--- src/rtl/ac97_sdata_in_deframer.sv ---
// ac97_sdata_in_deframer
//   Controller-side AC'97 receive deframer. Aligns to the SYNC we drive to the
//   codec, deserialises the 256-bit SDATA_IN frame and publishes the tag,
//   status address/data (slots 1-2) and PCM left/right (slots 3-4) once the
//   whole frame has arrived. Runs entirely in the BIT_CLK domain.
//
//   Valid/ready semantics: there is no back-pressure. FRAME_DONE, STATUS_VALID,
//   PCM_VALID and SYNC_ERR are single-cycle pulses. Field outputs change only on
//   a FRAME_DONE cycle and hold their values until the next publish.
//
// Ports
//   BIT_CLK        in   codec bit clock, rising-edge sampling
//   SYSTEM_RESET_N in   async active-low reset
//   SYNC           in   frame sync as driven to the codec
//   SDATA_IN       in   serial data from the codec, MSB first
//   CODEC_READY    out  tag bit 15 of the last complete frame
//   TAG            out  tag bits 15:3 of the last complete frame
//   STATUS_ADDR    out  slot1 bits 18:12
//   STATUS_DATA    out  slot2 bits 19:4
//   PCM_L / PCM_R  out  slot3 / slot4 [19 -: PCM_WIDTH]
//   FRAME_DONE     out  pulse: complete frame published
//   STATUS_VALID   out  pulse with FRAME_DONE when STATUS_* updated
//   PCM_VALID      out  pulse with FRAME_DONE when PCM_* updated
//   SYNC_ERR       out  pulse: framing error, frame discarded

module ac97_sdata_in_deframer #(
   parameter int PCM_WIDTH      = 16,
   parameter bit CHECK_SYNC_LEN = 1'b1
) (
   input  logic                 BIT_CLK,
   input  logic                 SYSTEM_RESET_N,
   input  logic                 SYNC,
   input  logic                 SDATA_IN,
   output logic                 CODEC_READY,
   output logic [12:0]          TAG,
   output logic [6:0]           STATUS_ADDR,
   output logic [15:0]          STATUS_DATA,
   output logic [PCM_WIDTH-1:0] PCM_L,
   output logic [PCM_WIDTH-1:0] PCM_R,
   output logic                 FRAME_DONE,
   output logic                 STATUS_VALID,
   output logic                 PCM_VALID,
   output logic                 SYNC_ERR
);

   typedef enum logic {IDLE = 1'b0, RECV = 1'b1} state_t;

   state_t      state, state_nxt;
   logic [7:0]  cnt, cnt_nxt;
   logic        sync_q;
   logic        sync_rise;
   logic        shift_en;
   logic        pub_pend, pub_pend_nxt;
   logic        err_now;
   logic        err_pend;
   // Only the first 96 bits (tag + slots 1..4) are kept; slots 5..12 pass by.
   // After bit 95: [95:80] tag, [79:60] slot1, [59:40] slot2, [39:20] slot3, [19:0] slot4.
   logic [95:0] shreg;
   logic        unused_bits;

   assign sync_rise = SYNC & ~sync_q;

   // ---------------------------------------------------------------- FSM
   always_ff @(posedge BIT_CLK or negedge SYSTEM_RESET_N) begin
      if (!SYSTEM_RESET_N) begin
         state    <= IDLE;
         cnt      <= 8'd0;
         pub_pend <= 1'b0;
      end else begin
         state    <= state_nxt;
         cnt      <= cnt_nxt;
         pub_pend <= pub_pend_nxt;
      end
   end

   always_comb begin
      state_nxt    = state;
      cnt_nxt      = cnt;
      pub_pend_nxt = 1'b0;
      err_now      = 1'b0;
      shift_en     = 1'b0;
      case (state)
         IDLE: begin
            if (sync_rise) begin
               state_nxt = RECV;
               cnt_nxt   = 8'd0;
            end
         end
         RECV: begin
            shift_en = (cnt < 8'd96);
            if (cnt == 8'd255) begin
               // Last bit: publish on the next edge. A rise here is the normal
               // back-to-back case and simply re-arms.
               pub_pend_nxt = 1'b1;
               cnt_nxt      = 8'd0;
               state_nxt    = sync_rise ? RECV : IDLE;
            end else if (sync_rise) begin
               // Early rise: drop this frame, this edge arms the next one.
               err_now = 1'b1;
               cnt_nxt = 8'd0;
            end else if (CHECK_SYNC_LEN && (cnt <= 8'd15) && (SYNC != (cnt != 8'd15))) begin
               // SYNC must be high for k = 0..14 and low at k = 15.
               err_now   = 1'b1;
               cnt_nxt   = 8'd0;
               state_nxt = IDLE;
            end else begin
               cnt_nxt = cnt + 8'd1;
            end
         end
         default: begin
            state_nxt = IDLE;
            cnt_nxt   = 8'd0;
         end
      endcase
   end

   // ---------------------------------------------------------------- datapath
   always_ff @(posedge BIT_CLK or negedge SYSTEM_RESET_N) begin
      if (!SYSTEM_RESET_N) begin
         sync_q       <= 1'b0;
         shreg        <= '0;
         err_pend     <= 1'b0;
         CODEC_READY  <= 1'b0;
         TAG          <= '0;
         STATUS_ADDR  <= '0;
         STATUS_DATA  <= '0;
         PCM_L        <= '0;
         PCM_R        <= '0;
         FRAME_DONE   <= 1'b0;
         STATUS_VALID <= 1'b0;
         PCM_VALID    <= 1'b0;
         SYNC_ERR     <= 1'b0;
      end else begin
         sync_q <= SYNC;
         // On a back-to-back publish edge this shift takes bit 0 of the new
         // frame while the publish below still reads the completed frame.
         if (shift_en) shreg <= {shreg[94:0], SDATA_IN};

         // A SYNC violation at k=0 of a back-to-back frame lands on the
         // publish edge; its SYNC_ERR is deferred one cycle so the two pulses
         // never coincide.
         err_pend <= err_now & pub_pend;
         SYNC_ERR <= (err_now & ~pub_pend) | err_pend;

         FRAME_DONE   <= pub_pend;
         STATUS_VALID <= 1'b0;
         PCM_VALID    <= 1'b0;
         if (pub_pend) begin
            CODEC_READY <= shreg[95];
            TAG         <= shreg[95:83];
            if (shreg[94] && shreg[93]) begin
               STATUS_ADDR  <= shreg[78:72];
               STATUS_DATA  <= shreg[59:44];
               STATUS_VALID <= 1'b1;
            end
            if (shreg[92] && shreg[91]) begin
               PCM_L     <= shreg[39 -: PCM_WIDTH];
               PCM_R     <= shreg[19 -: PCM_WIDTH];
               PCM_VALID <= 1'b1;
            end
         end
      end
   end

   // Slot bits that are received but not forwarded are sunk here.
   assign unused_bits = ^shreg;

endmodule

--- config.mk ---
export PLATFORM = sky130hd
export DESIGN_NAME = ac97_sdata_in_deframer
export DESIGN_NICKNAME = d
export VERILOG_FILES = /design/src/rtl/ac97_sdata_in_deframer.sv
export SDC_FILE = /design/constraint.sdc
export NUM_CORES = 1
export LEC_CHECK = 0
export ABC_AREA = 1
export BUFFER_PORTS_ARGS = -buffer_cell sky130_fd_sc_hd__buf_2
export CORE_MARGIN = 3
export CORE_UTILIZATION = 62
export DETAILED_ROUTE_END_ITERATION = 10
export PLACE_DENSITY = 0.84
export SKIP_CTS_REPAIR_TIMING = 1
export SYNTH_ARGS = -nofsm -noshare
export SYNTH_HDL_FRONTEND = slang
export SYNTH_SLANG_ARGS = --single-unit
--- constraint.sdc ---
create_clock -name BIT_CLK -period 3.3 [get_ports BIT_CLK]
set_clock_uncertainty 0.05 [all_clocks]
set_input_delay 0.33 -clock BIT_CLK [delete_from_list [all_inputs] [get_ports BIT_CLK]]
set_output_delay 0.33 -clock BIT_CLK [all_outputs]
set_load 0.02 [all_outputs]
Yosys cells after proc, flatten, opt, wreduce, memory -nomap -nowiden
Cells that the tools add are included.

Register bits: 181. Input bits: 4. Output and inout port bits: 73. Word-level logic and storage cells: 56.

Add/sub/neg operators: 1. Magnitude comparators: 2. Eq/ne operators: 4. Muxes and demuxes: 21. Bitwise logic cells: 7. Reductions and logical operators: 5.

Operator list (number): 8-bit two-way mux (4); 8-bit case mux with 2 select lines (1); 1-bit two-way mux (15); 8-bit by 1-bit adder with 8-bit output, second input constant (1); 8-bit == test, second input constant (1); 8-bit by 4-bit <= comparator with 1-bit output, second input constant (1); 8-bit by 7-bit < comparator with 1-bit output, second input constant (1); 8-bit by 4-bit != test with 1-bit output, second input constant (1); 2-bit AND reduction (2); 1-bit bitwise AND (3); 1-bit logical AND (3); 1-bit inverter (3); 2-bit != test, second input constant (1); 1-bit case mux with 2 select lines (1); 1-bit != test (1); 1-bit bitwise OR (1).

Depth between registers and ports, before layout
Gate-level depths: netlist of run 1.

Depth in word-level cells: 9. Depth in mapped cells: 8. Depth with buffers taken out: 7.

Worst setup path after synthesis of run 1
Ideal clock, no wire load.

Kind: register to register. From: reg cnt[0]. To: reg cnt[2]. Setup time: 0.077 ns. Arrival time: 1.206 ns. Data required time: 3.173 ns. Slack: 1.967 ns. Cell stages (with the launch flop): 7. Buffers on the path: 0. Clock period less this slack: 1.333 ns. Cells stage by stage: dfrtp_1 > ha_1 > nand2_1 > nor2_1 > a21oi_2 > nand3_2 > a21oi_1.

Cells in the longest elaborated chain, start to end: 7. Elaborated cells between the ends (all ways): 10. Classes of those cells: add/sub (1); order compare (1); eq/ne (3); mux (4); reduce/logical (1).

RTL lines: start: declaration (RTL line 49) `logic [7:0] cnt, cnt_nxt;`; start signal: assignment (RTL line 71) `cnt <= cnt_nxt;`; branches (longest 5 deep; another with 8-bit by 4-bit <= comparator with 1-bit output); 8-bit two-way mux * (RTL line 91) `if (cnt == 8'd255) begin`; 8-bit case mux with 2 select lines * (RTL line 82) `case (state)`.

Mark *: on every way between the ends. A chain may end at the register's enable or synchronous reset.

Worst setup path in the final report of run 1
From: reg cnt[5]. To: reg shreg[71].

Cells in the longest elaborated chain, start to end: 2.

RTL lines: 8-bit by 7-bit < comparator with 1-bit output (RTL line 90) `shift_en = (cnt < 8'd96);`; 1-bit two-way mux (RTL line 82); end signal: assignment (RTL line 137) `if (shift_en) shreg <= {shreg[94:0], SDATA_IN};`; end: declaration (RTL line 58) `logic [95:0] shreg;`.

No other way between the ends.

==> results.md, run 1 <==
- Status: completed
- Post-synthesis compound-gate area fraction: 0.118
- GR Overflow Total: 0
- Synthesized-area fraction occupied by and/or/nand/nor cells: 0.127
- Core area: 10900 µm²
- First-pass GRT wire length: 21700 µm
- Synth Area in XOR/XNOR: 0.00503
- CP required: 3520 ps
- Routed wire per std cell: 13.5 µm
- Internal: 3.92 mW
- Final core utilization: 0.719
- Met2 GRT Util: 0.331
- Mux contribution to synthesized area: 0.00646
- Die W: 112 µm
- Largest net degree at the start of global routing: 91
- DRT iter0 DRCs: 228
- Number of port buffers: 76
- All-layer global routing usage: 0.210
- Clock Path Buffers: 2
- Syn_nets: 697
- DR vias/cell: 5.11
- Total inserted antenna cells: 0
- Worst setup startpoint: cnt[5]
- Routed WL: 12300 µm
- Worst setup SP type: flop
- Setup TNS Final: 0 ps
- Kind of critical path: reg2reg
- Maximum clock rate: 509 MHz
- Clock Power Share: 0.382
- Initial core utilization: 0.637
- Synth Instances: 692
- Final ANT Viol Nets: 0
- Top Usage Layer GRT: met2
- Critical path fanouts, max: 70
- # setup viols final: 0
- Register area share after synthesis: 0.646
- Largest family of logic cells by synthesized area: simple AND/OR/NAND/NOR gates
- Maxcap violations: 0
- Flop pwr share: 0.512
- CTS Buf Count: 17
- Distinct cells, synth: 25
- Clock root buffer: clkbuf_16
- Clock Latency Late Sink: 410 ps
- Area Overhead vs Synth: 12.8%
- Final period util: 0.595
- Share of layout cells above drive strength 1: 0.170
- GR Layer Usage met1: 0.292
- Peak VDD IR: 0.000332 V
- Layout Cells excl Fill: 912
- Overall Power: 5.32 mW
- DRT Pass-1 Iters: 4
- Comb pwr share: 0.106
- Die Y: 112 µm
- Fin crit period: 1960 ps
- Max-Slew Margin vs Limit: 0.404
- Adder-cell share of the synthesized area: 0.00180
- Site Rows: 38
- Worst slew pin tran: 893 ps
- CTS tree: done
- DR vias: 4662
- #FFs+latches synth: 180
- Placed Cells: 879
- GPL Wtd Cong: 0.749
- Avg Inst Size Synth: 10.1 µm²
- P per Cell Area: 677 nW/µm²
- Worst min path class: in2reg
- Clock slew at reported path FFs: 70 ps
- Post-Synthesis Cell Area: 6970 µm²
- Initial antenna violation count: 0
- Final net count: 764
- Die area: 12600 µm²
- Sw Pwr: 1.40 mW
- Detailed-route DRC error count: 0
- Vias in the first global route: 4700
- Hold path startpoint: SYNC
- Clock Sinks: 180
- IO Count: 77
- RSZ-0062 raised after global routing: false
- Worst EP arrival: 2180 ps
- H-tree Lvls: 4
- Post-DP HPWL: 7870 µm
- Worst Setup End Kind: flop
- Final Max Slew Viols: 0
- Yosys warning total: 0
- Final Hold Vio Count: 0
- Leak: 4.05 nW
- Worst r2r src: cnt[5]
- Switching share of power: 0.263
- Met3 Track Usage GR: 0.0491
[layout make-up]
class | count | area [µm²]
Clock inverter | 15 | 180
Tap cell | 140 | 175
Timing Repair Buffer | 83 | 442
Multi-Input combinational cell | 388 | 1800
Inverter | 89 | 334
Clock buffer | 17 | 425
Sequential cell | 180 | 4500
Fill cell | 759 | 3070
[cell families after synthesis]
logic type | count (synthesis)
AOI/OAI and AO/OA | 164
xor gates and xnor gates | 4
adders and majority gates | 1
buffers and inverters | 124
DFF | 180
muxes | 3
and+or+nand+nor | 216
[state kept, by name, indices dropped and copies added (netlist names)]
register,cells
shreg,96
PCM_L,16
PCM_R,16
STATUS_DATA,16
TAG,12
cnt,8
STATUS_ADDR,7
CODEC_READY,1
FRAME_DONE,1
PCM_VALID,1
STATUS_VALID,1
SYNC_ERR,1
err_pend,1
pub_pend,1
state,1
sync_q,1
[worst max-delay path, stage by stage, from the launching register on]
cell	delay [ps]
dfrtp_1	400
nand2_2	130
nand3_4	490
buf_4	500
nand2_1	120
o21ai_0	110
[Yosys cell counts, drive strengths merged]
cell type / n / area share
ha: 1 / 0.0018
nand2: 176 / 0.098
mux2: 3 / 0.0065
clkbuf: 8 / 0.0043
nor2: 28 / 0.017
nand4: 3 / 0.0027
dfrtp: 180 / 0.65
buf: 27 / 0.043
a21oi: 26 / 0.019
nand3: 8 / 0.0083
o21ai: 138 / 0.099
inv: 89 / 0.048
nor4: 1 / 0.00090
xor2: 4 / 0.0050
[stage by stage]
| step | cell area, µm² | hold WS [ps] | setup slack [ps] |
|---|---|---|---|
| after global routing | 7860 | 12.4 | 1130 |
| after detailed placement | 7250 | 385 | 1360 |
| after CTS | 7850 | -46.2 | 1330 |
| after global placement | 7250 | 374 | 1400 |
| final | 7860 | 13.7 | 1340 |
| after floorplan | 6970 | -15.6 | 1970 |
[power groups by stage]
stage	combinational (mW)	clock [mW]	sequential, mW
floorplan	0.434	0	2.71
global placement	0.517	0	2.74
detailed placement	0.555	0	2.75
CTS	0.573	2.06	2.72
global route	0.670	2.16	2.77
finish	0.563	2.03	2.72
[layout by cell type (no fill, tap or decap), drive strengths merged, types with 4 or more instances in the layout]
master    n
o21ai   138
a21oi    26
nand3     8
buf      82
dfrtp   180
nand2   176
xor2      4
nor2     28
clkinv    7
clkbuf   17
inv      91
[final timing paths]
path                        endpoint  slack, ps  cells past startpoint
setup reg to reg           shreg[71]       1340                      5
min in group asynchronous     TAG[3]        490                      2
setup / recovery           shreg[71]       1340                      5
hold / removal                sync_q         10                      1
hold reg to reg             SYNC_ERR        400                      2
max in group asynchronous  shreg[58]       1690                      3
[layer usage]
layer  share of wire  vias to the layer above
li1                -                     2303
met3           0.041                       28
met1            0.46                     2206
met2            0.48                      125
met4           0.020                        0
met5               0                        -
No activity file was read; power rests on OpenSTA's default activity.
==> run 2, diff against run 1 <==
CORE_UTILIZATION = 52   (was 62)
PLACE_DENSITY = 0.75   (was 0.84)
clock period = 1.8 ns   (was 3.3 ns; I/O delays follow)
==> run 2 against run 1 <==
Against the previous run: register-to-register slack got worse by 1100 ps; critical path depth unchanged; sequential share of layout area down 0.61 points; maximum frequency increased by 26%; critical path type unchanged; design area rose by 1.1%; cell count up 3.8%; clock power rose by 75%; largest cell class unchanged; sequential power increased by 84%.
==> results.md, run 2 (synthesis results as in run 1) <==
- Cell Area, Placed: 7350 µm²
- Final ANT Viol Nets: 0
- Post-DP HPWL: 8030 µm
- Worst slew pin tran: 620 ps
- # setup viols final: 0
- DR vias/cell: 4.84
- Layout Cells excl Fill: 947
- Clock slew at reported path FFs: 60 ps
- First-pass GRT wire length: 21600 µm
- Initial antenna violation count: 0
- DRT Pass-1 Iters: 5
- Core area: 12900 µm²
- Detailed-route DRC error count: 0
- Largest net degree at the start of global routing: 111
- H-tree Lvls: 4
- Flop2flop setup slack: 240 ps
- Worst r2r src: pub_pend
- Maxcap violations: 0
- Fin crit period: 1560 ps
- Vias in the first global route: 4480
- CTS tree: done
- Die W: 122 µm
- Worst min path class: in2async
- Clock Path Buffers: 2
- Worst EP arrival: 1780 ps
- Area Overhead vs Synth: 14.0%
- DR vias: 4586
- Largest register FFs: 96
- Final instance area: 7950 µm²
- Total inserted antenna cells: 0
- Clock Latency Late Sink: 430 ps
- Clock root buffer: clkbuf_16
- Final period util: 0.866
- IO Count: 77
- Max-Slew Margin vs Limit: 0.586
- Routed WL: 12300 µm
- Peak VDD IR: 0.000698 V
- Largest Register: shreg
- Fillers: 1065
- P per Cell Area: 1200 nW/µm²
- Die area: 14800 µm²
- Die Y: 122 µm
- GPL Wtd Cong: 0.747
- RSZ-0062 raised after global routing: false
- CP required: 2020 ps
- Final net count: 767
- Maximum clock rate: 641 MHz
- Number of port buffers: 76
- Share of layout cells above drive strength 1: 0.166
- Final Hold Vio Count: 0
- Clock Sinks: 180
- Leak: 4.05 nW
- Initial core utilization: 0.541
- Worst r2r path cells: 5
- Worst setup SP type: flop
- Site Rows: 41
- CTS Buf Count: 17
- Kind of critical path: reg2reg
- DRT iter0 DRCs: 363
- WHS: 151 ps
- Placed Cells: 912
- Routed wire per std cell: 13.0 µm
- Setup TNS Final: 0 ps
- All-layer global routing usage: 0.183
- Critical path fanouts, max: 46
- Worst Setup End Kind: flop
- Commonest non-fill, non-tap cell in the layout: dfrtp_1
- Final Max Slew Viols: 0
- Commonest cells after routing, fill and taps aside: 180 x dfrtp_1, 171 x nand2_1, 119 x o21ai_0
- Status: completed
- GR Overflow Total: 0
- Worst r2r dst: STATUS_ADDR[5]
[run 2: report_power, final]
group          leakage [nW]  switching, mW  internal, mW
clock network         0.262           1.52          2.04
logic                  1.41          0.660         0.359
registers              2.39          0.335          4.66
total                  4.05           2.52          7.06
[run 2: stage by stage]
stage / total power, mW / util / worst slack [ps]
after floorplan: 5.76 / - / 467
after global placement: 5.98 / 0.570 / 240
after detailed placement: 6.08 / 0.570 / 104
final: 9.58 / 0.617 / 241
after global routing: 10.1 / 0.617 / 31.9
after CTS: 9.67 / 0.615 / 96.4
[run 2: how the worst max path moves through the flow]
stage | cells past startpoint | startpoint | slack, ps | to
final | 5 | pub_pend | 240 | STATUS_ADDR[5]
after global routing | 6 | pub_pend | 30 | STATUS_ADDR[5]
after detailed placement | 4 | shreg[92] | 100 | PCM_L[14]
after floorplan | 6 | cnt[0] | 470 | cnt[2]
after CTS | 4 | shreg[92] | 100 | PCM_L[14]
after global placement | 4 | shreg[92] | 240 | PCM_R[12]
[run 2: layout make-up]
cell class	count	area, µm²	share of cell area
flip-flops and latches	180	4500	0.567
multi-input cells	388	1800	0.227
repair buffers	86	519	0.0653
clock buffers	20	437	0.0549
inverters	89	337	0.0423
well taps	172	215	0.0271
clock inverters	12	134	0.0168
[run 2: routing by layer]
layer,global-route usage,vias to the layer above,routed length [µm],part of all wire
met1,0.243,2182,5610,0.46
met5,0,-,0,0
met2,0.290,81,5920,0.48
met3,0.0511,17,593,0.048
li1,-,2306,-,-
met4,0.0651,0,175,0.014
[run 2: critical path: stages (launching register included)]
cell	delay (ps)
dfrtp_1	400
buf_4	190
nand2_4	80
nor2_4	40
inv_2	450
o21ai_0	190
